[config.mk]
export PLATFORM = sky130hd
export DESIGN_NAME = periph_timer_gpio
export DESIGN_NICKNAME = d
export VERILOG_FILES = /design/src/rtl/periph_timer_gpio_pkg.sv /design/src/rtl/periph_timer_gpio_sync_ff.sv /design/src/rtl/periph_timer_gpio.sv
export SDC_FILE = /design/constraint.sdc
export NUM_CORES = 1
export LEC_CHECK = 0
export BUFFER_PORTS_ARGS = -buffer_cell sky130_fd_sc_hd__clkbuf_2
export CORE_MARGIN = 2
export CORE_UTILIZATION = 43
export CTS_BUF_LIST = sky130_fd_sc_hd__clkbuf_16
export DETAILED_ROUTE_END_ITERATION = 10
export GPL_TIMING_DRIVEN = 0
export PLACE_DENSITY = 0.63
export SYNTH_ARGS = -nofsm -noshare
export SYNTH_HDL_FRONTEND = slang
export SYNTH_HIERARCHICAL = 1
export SYNTH_SLANG_ARGS = --single-unit
[constraint.sdc]
create_clock -name clk -period 5.1 [get_ports clk]
set_clock_uncertainty 0.1 [all_clocks]
set_input_delay 0.255 -clock clk [delete_from_list [all_inputs] [get_ports clk]]
set_output_delay 0.255 -clock clk [all_outputs]
set_load 0.03 [all_outputs]
[src/rtl/periph_timer_gpio_pkg.sv]
// Shared constants and address decode for the timer/GPIO peripheral.
package periph_timer_gpio_pkg;

    // Default base of the register window
    localparam logic [31:0] DEFAULT_BASE_ADDR = 32'h4000_0000;

    // Register byte offsets inside the 32-byte window
    localparam logic [4:0] OFF_TH   = 5'h00;
    localparam logic [4:0] OFF_TL   = 5'h04;
    localparam logic [4:0] OFF_TCON = 5'h08;
    localparam logic [4:0] OFF_LED  = 5'h0C;
    localparam logic [4:0] OFF_SW   = 5'h10;
    localparam logic [4:0] OFF_DIGI = 5'h14;
    localparam logic [4:0] OFF_CYC  = 5'h18;

    // TCON bit positions
    localparam int unsigned TCON_EN = 0;
    localparam int unsigned TCON_IE = 1;
    localparam int unsigned TCON_IS = 2;

    // Decoded register select
    typedef enum logic [2:0] {
        SelNone,
        SelTh,
        SelTl,
        SelTcon,
        SelLed,
        SelSw,
        SelDigi,
        SelCyc
    } reg_sel_e;

    // Map a byte address to a register; misaligned or out-of-window addresses select nothing
    function automatic reg_sel_e decode_addr(input logic [31:0] addr, input logic [31:0] base);
        reg_sel_e sel;
        sel = SelNone;
        if ((addr[31:5] == base[31:5]) && (addr[1:0] == 2'b00)) begin
            case (addr[4:0])
                OFF_TH:   sel = SelTh;
                OFF_TL:   sel = SelTl;
                OFF_TCON: sel = SelTcon;
                OFF_LED:  sel = SelLed;
                OFF_SW:   sel = SelSw;
                OFF_DIGI: sel = SelDigi;
                OFF_CYC:  sel = SelCyc;
                default:  sel = SelNone;
            endcase
        end
        return sel;
    endfunction

endpackage

[src/rtl/periph_timer_gpio_sync_ff.sv]
// Multi-stage flop synchronizer for asynchronous inputs; output is the last stage.
module periph_timer_gpio_sync_ff #(
    parameter int unsigned Width  = 8,
    parameter int unsigned Stages = 2
) (
    input  logic             clk,
    input  logic             reset,
    input  logic [Width-1:0] data_i,
    output logic [Width-1:0] data_o
);

    logic [Width-1:0] stage_q [Stages];

    // Shift the raw input through the flop chain
    always_ff @(posedge clk or negedge reset) begin
        if (!reset) begin
            for (int i = 0; i < Stages; i++) begin
                stage_q[i] <= '0;
            end
        end else begin
            stage_q[0] <= data_i;
            for (int i = 1; i < Stages; i++) begin
                stage_q[i] <= stage_q[i-1];
            end
        end
    end

    assign data_o = stage_q[Stages-1];

endmodule

[src/rtl/periph_timer_gpio.sv]
// Memory-mapped reload timer with interrupt, LED/switch/7-segment registers and a
// free-running cycle counter, sitting on the MEM-stage data bus.
module periph_timer_gpio
    import periph_timer_gpio_pkg::*;
#(
    parameter logic [31:0] BASE_ADDR      = DEFAULT_BASE_ADDR,
    parameter int unsigned SW_SYNC_STAGES = 2
) (
    input  logic        clk,
    input  logic        reset,
    input  logic        rd,
    input  logic        wr,
    input  logic [31:0] addr,
    input  logic [31:0] wdata,
    output logic [31:0] rdata,
    output logic        irqout,
    input  logic [7:0]  switch,
    output logic [7:0]  led,
    output logic [11:0] digi
);

    reg_sel_e    sel;
    logic        wr_th, wr_tl, wr_tcon, wr_led, wr_digi, wr_cyc;
    logic        tl_max;
    logic [31:0] th_q, tl_q, tl_d, cyc_q, cyc_d;
    logic [2:0]  tcon_q, tcon_d;
    logic [7:0]  led_q, sw_sync;
    logic [11:0] digi_q;

    assign sel     = decode_addr(addr, BASE_ADDR);
    assign wr_th   = wr && (sel == SelTh);
    assign wr_tl   = wr && (sel == SelTl);
    assign wr_tcon = wr && (sel == SelTcon);
    assign wr_led  = wr && (sel == SelLed);
    assign wr_digi = wr && (sel == SelDigi);
    assign wr_cyc  = wr && (sel == SelCyc);
    assign tl_max  = (tl_q == 32'hFFFF_FFFF);

    periph_timer_gpio_sync_ff #(
        .Width  (8),
        .Stages (SW_SYNC_STAGES)
    ) u_sw_sync (
        .clk    (clk),
        .reset  (reset),
        .data_i (switch),
        .data_o (sw_sync)
    );

    // Timer next state: CPU writes take priority over counting and reload
    always_comb begin
        tl_d   = tl_q;
        tcon_d = tcon_q;
        if (wr_tl) begin
            tl_d = wdata;
        end else if (tcon_q[TCON_EN]) begin
            tl_d = tl_max ? th_q : tl_q + 32'd1;
        end
        if (wr_tcon) begin
            tcon_d = wdata[2:0];
        end else if (tcon_q[TCON_EN] && tl_max && tcon_q[TCON_IE]) begin
            tcon_d[TCON_IS] = 1'b1;
        end
    end

    // Cycle counter wraps naturally; a write clears it instead of incrementing
    always_comb begin
        cyc_d = wr_cyc ? 32'd0 : cyc_q + 32'd1;
    end

    // Register state
    always_ff @(posedge clk or negedge reset) begin
        if (!reset) begin
            th_q   <= '0;
            tl_q   <= '0;
            tcon_q <= '0;
            led_q  <= '0;
            digi_q <= '0;
            cyc_q  <= '0;
        end else begin
            if (wr_th) begin
                th_q <= wdata;
            end
            if (wr_led) begin
                led_q <= wdata[7:0];
            end
            if (wr_digi) begin
                digi_q <= wdata[11:0];
            end
            tl_q   <= tl_d;
            tcon_q <= tcon_d;
            cyc_q  <= cyc_d;
        end
    end

    // Zero-latency read mux; returns pre-write values when rd and wr coincide
    always_comb begin
        rdata = '0;
        if (rd) begin
            case (sel)
                SelTh:   rdata = th_q;
                SelTl:   rdata = tl_q;
                SelTcon: rdata = {29'd0, tcon_q};
                SelLed:  rdata = {24'd0, led_q};
                SelSw:   rdata = {24'd0, sw_sync};
                SelDigi: rdata = {20'd0, digi_q};
                SelCyc:  rdata = cyc_q;
                default: rdata = '0;
            endcase
        end
    end

    assign irqout = tcon_q[TCON_IE] & tcon_q[TCON_IS];
    assign led    = led_q;
    assign digi   = digi_q;

endmodule

==> impl.org <==
** Outcome
- Run status :: finished clean

** Drt
- The count of nets left with antenna violations once routing finished came out at 0.
- In the final routed layout, each cell accounts on average for 20.3 um.
- Via count :: 6744
- DRC :: 0
- Using the TritonRoute via totals, the vias-per-cell ratio works out to 5.84.
- Drt first pass iters :: 8
- The detailed router finished its first iteration with 706 violations.
- Wires add up to 23.4 mm.

** Pwr
- In this run the power density over the cells is 284 nW/um^2.
- Largest voltage drop on the vdd net :: 0.235 mV
- Overall power consumption after layout is estimated at 2.59 mW.
- The analysis attributes to cell leakage a power of 4.04 nW.

** Synth
- Yosys printed 6 warnings.
- Yosys reg bits :: 135
- Synth top area cells :: sky130_fd_sc_hd__dfrtp_1 47%, sky130_fd_sc_hd__mux2_2 7.8%, sky130_fd_sc_hd__nor2_1 4.9%
- Number of enable-type register cells in the synthesized netlist :: 0
- Proportion of synthesized flip-flops having asynchronous set or reset :: 100%
- The cell count after synthesis came out at 749.
- The commonest cells after synthesis are 135 x sky130_fd_sc_hd__dfrtp_1, 94 x sky130_fd_sc_hd__nor2_1, 76 x sky130_fd_sc_hd__nand2_1.
- Syn Std Cell Area :: 7250 um^2
- Number of library cell types mapped by synthesis :: 58
- Among all flip-flop cells after synthesis, the most frequent one is sky130_fd_sc_hd__dfrtp_1.
- The biggest area contributor in the post-synthesis netlist is sky130_fd_sc_hd__dfrtp_1.
- Library cell with the highest instance count after synthesis :: sky130_fd_sc_hd__dfrtp_1
- Dividing the synthesized area by the synthesized cell count gives 9.69 um^2.
- Proportion of netlist area held by the largest area contributor :: 46.6%
- Net count after synthesis :: 827
- Sequential elements use 46.6% of the synthesized area.

** Setup path
- Walking the worst path, the cells encountered are clkbuf_2 > nor2_1 > nand2_1 > or2_1 > nor3_1 > clkbuf_1 > clkbuf_1 > a222oi_1 > nor2_1 > clkbuf_2.
- In this design, the stage delay of the slowest critical-path cell is 0.47 ns.
- Setup CP Type :: in2out
- Arrival time worst endpoint :: 2.77 ns
- Critical path endpoint category :: output port
- Critical Path Source Type :: input pin
- Reg2Reg Depth :: 8
- Max Fanout on Critical Path :: 10
- Number of buffer and inverter instances along the worst setup path :: 4
- Critical Path Slowest Stage Cell :: sky130_fd_sc_hd__clkbuf_1
- The cell family contributing the most delay on the critical path is buffers and inverters.
- End of the worst register-to-register path :: tl_q[27]
- Data on the critical path is required at its endpoint by 4.74 ns.
- Source of the worst register-to-register timing path :: tl_q[5]
- Worst setup slack for register-to-register paths :: 2.17 ns

** CTS
- Clock tree synthesis inserted a total of 17 buffers.
- Clock latency on the worst-skew pair, taken at its later pin, is 0.43 ns.
- TritonCTS built the clock tree.
- CTS built an H-tree with a depth of 4.
- Clock-pin slew of the registers on the worst-case setup and hold paths :: 0.06 ns
- Clock root cell :: sky130_fd_sc_hd__clkbuf_16
- The clock drives 135 sinks.
- The clock passes through at most 2 buffers.

** Place
- At the end of routability-driven placement, the weighted congestion stood at 0.883.
- HPWL reported at the end of detailed placement :: 16.8 mm
- After detailed placement, the total cell area comes to 8200 um^2.
- Port Buf Inserts :: 126
- Number of placed instances with taps included :: 1096

** Global route
- The first global-routing pass estimated 36.8 mm of wire.
- Total overflow reported by the global router :: 0
- The number of global-route vias before repair was 6631.
- Antenna violations before repair :: 0
- Global routing used 26.8% of the available tracks.
- Entering global routing, the biggest net connects 77 pins.

** Layout
- Design Area, Final :: 9130 um^2
- Relative to the synthesized area, the layout overhead comes to 25.9%.
- Cells with a size suffix above 1 make up 25.8% of the layout.
- The filler cells instantiated in the layout total 1499.
- After the last flow step, the layout net total stands at 1001.
- Number of standard cells in the final layout excluding fillers :: 1155
- Cells fill 55.3% of the core in the end.
- The number of antenna diodes in the final layout is 0.

** Floorplanning
- For this configuration, the core starts out at a cell density of 43.9%.
- In this run the horizontal extent of the chip is 134 um.
- In this run the core area contains 47 standard-cell rows.
- Floorplan die area :: 17900 um^2
- The core region is 16500 um^2.
- I/O pin count :: 129
- Measured along the y axis, the die boundary spans 134 um.

** STA
- Final period demand of the worst path :: 3.13 ns
- Transition time at the pin with the least slew margin :: 1.14 ns
- The final-report max-slew violation count came to 0.
- Relative max-transition margin :: 23.3%
- Setup violations remaining at the end of the flow were counted as 0.
- Achievable clock frequency :: 0.320 GHz
- Total count of hold-check failures in the final report :: 0
- Setup repair after global routing left no endpoint under its margin.
- In the finished design, the share of the clock period the worst path needs comes to 61.3%.
- Setup tns final :: 0 ns

** Run
- Max-cap violations :: 0

** Min path
- Along the worst hold path, the cell count comes to 2.
- For hold timing, the worst endpoint is digi[9].
- Worst min-delay path startpoint :: wdata[9]
- In this run the worst hold path is classified as in2reg.
==> through the flow <==
stage / hold WS (ns) / setup WS (ns)
floorplan: -0.141 / 2.62
CTS: 0.00150 / 2.07
global placement: 0.232 / 1.38
finish: 0.0144 / 1.97
detailed placement: 0.170 / 2.07
global route: 0.0177 / 1.84
==> metal layers <==
layer | GRT usage, % | part of all wire [%] | up-vias
met4 | 10.2 | 2.8 | 0
met2 | 43.0 | 46 | 307
met3 | 5.06 | 7.2 | 37
met1 | 36.3 | 44 | 3298
met5 | 0 | 0 | -
li1 | - | - | 3102
==> state kept, by name (all words and copies together) (netlist names) <==
register and count:
cyc_q 32, digi 12, led 8, tcon_q 3
th_q 32, tl_q 32, u_sw_sync/data_o 8, u_sw_sync/stage_q 8
==> cells in the final DEF (no fill, tap or decap), types with 17 or more instances in the layout <==
cell | synthesis | final
sky130_fd_sc_hd__nand2_1 | 76 | 76
sky130_fd_sc_hd__a222oi_1 | 26 | 26
sky130_fd_sc_hd__clkbuf_2 | 0 | 125
sky130_fd_sc_hd__mux2_2 | 50 | 50
sky130_fd_sc_hd__clkbuf_1 | 21 | 21
sky130_fd_sc_hd__xor2_1 | 21 | 21
sky130_fd_sc_hd__dlygate4sd3_1 | 0 | 28
sky130_fd_sc_hd__dfrtp_1 | 135 | 135
sky130_fd_sc_hd__nand3_1 | 31 | 31
sky130_fd_sc_hd__a21oi_1 | 42 | 42
sky130_fd_sc_hd__xnor2_1 | 18 | 18
sky130_fd_sc_hd__clkbuf_16 | 0 | 17
sky130_fd_sc_hd__nor2_1 | 94 | 94
sky130_fd_sc_hd__nand4_1 | 18 | 18
sky130_fd_sc_hd__o21ai_0 | 25 | 25
==> how the worst max path moves through the flow <==
stage,start,to,slack [ns],cells after the start
after floorplan,addr[1],rdata[30],2.62,7
after global placement,reset,led[1],1.38,1
after detailed placement,addr[0],rdata[31],2.07,9
after CTS,addr[0],rdata[31],2.07,9
after global routing,addr[0],rdata[22],1.84,10
final,addr[0],rdata[22],1.97,10
==> worst reg2reg max path, delay by kind of cell, from the launching register on <==
family	cells	cell delay [ns]
flip-flops	1	0.32
AO/OA/AOI/OAI	2	0.40
buffers and inverters	3	0.89
AND/OR/NAND/NOR	3	1.10
==> cell families (layout without fill, tap and decap cells) <==
logic type	after synthesis	in the layout	synth area share (%)
AND/OR/NAND/NOR	304	304	21.2
AO/OA/AOI/OAI	154	154	14.7
flip-flops	135	135	46.6
buffers and inverters	59	245	3.81
multiplexers	56	56	8.59
XOR/XNOR	39	39	4.71
adder cells (fa/ha/maj)	2	2	0.345
==> layout make-up <==
class | instances | area (um^2) | area share [%]
clock buffer | 17 | 425 | 4.66
inverter | 10 | 37.5 | 0.411
timing repair buffer | 155 | 947 | 10.4
tap | 220 | 275 | 3.01
sequential | 135 | 3380 | 37.0
clock inverter | 14 | 231 | 2.53
buffer | 49 | 239 | 2.62
multi-input combinational | 555 | 3600 | 39.4
==> report_power, final <==
group          internal [mW]  total, mW  leakage (nW)  switching, mW
sequential              1.08       1.08          1.73        0.00166
combinational         0.0510      0.116          2.00         0.0646
clock                  0.910       1.40         0.312          0.487
total                   2.04       2.59          4.04          0.554
==> what timing repair did <==
item                                    4_1_cts  5_1_grt
hold buffers                                 28        0
endpoints found under the setup margin        0        0
buffers inserted                              0        0
hold endpoints to repair                    103        0
gates resized for setup                       0        0
Note: power is estimated with default switching activity, not from simulation.
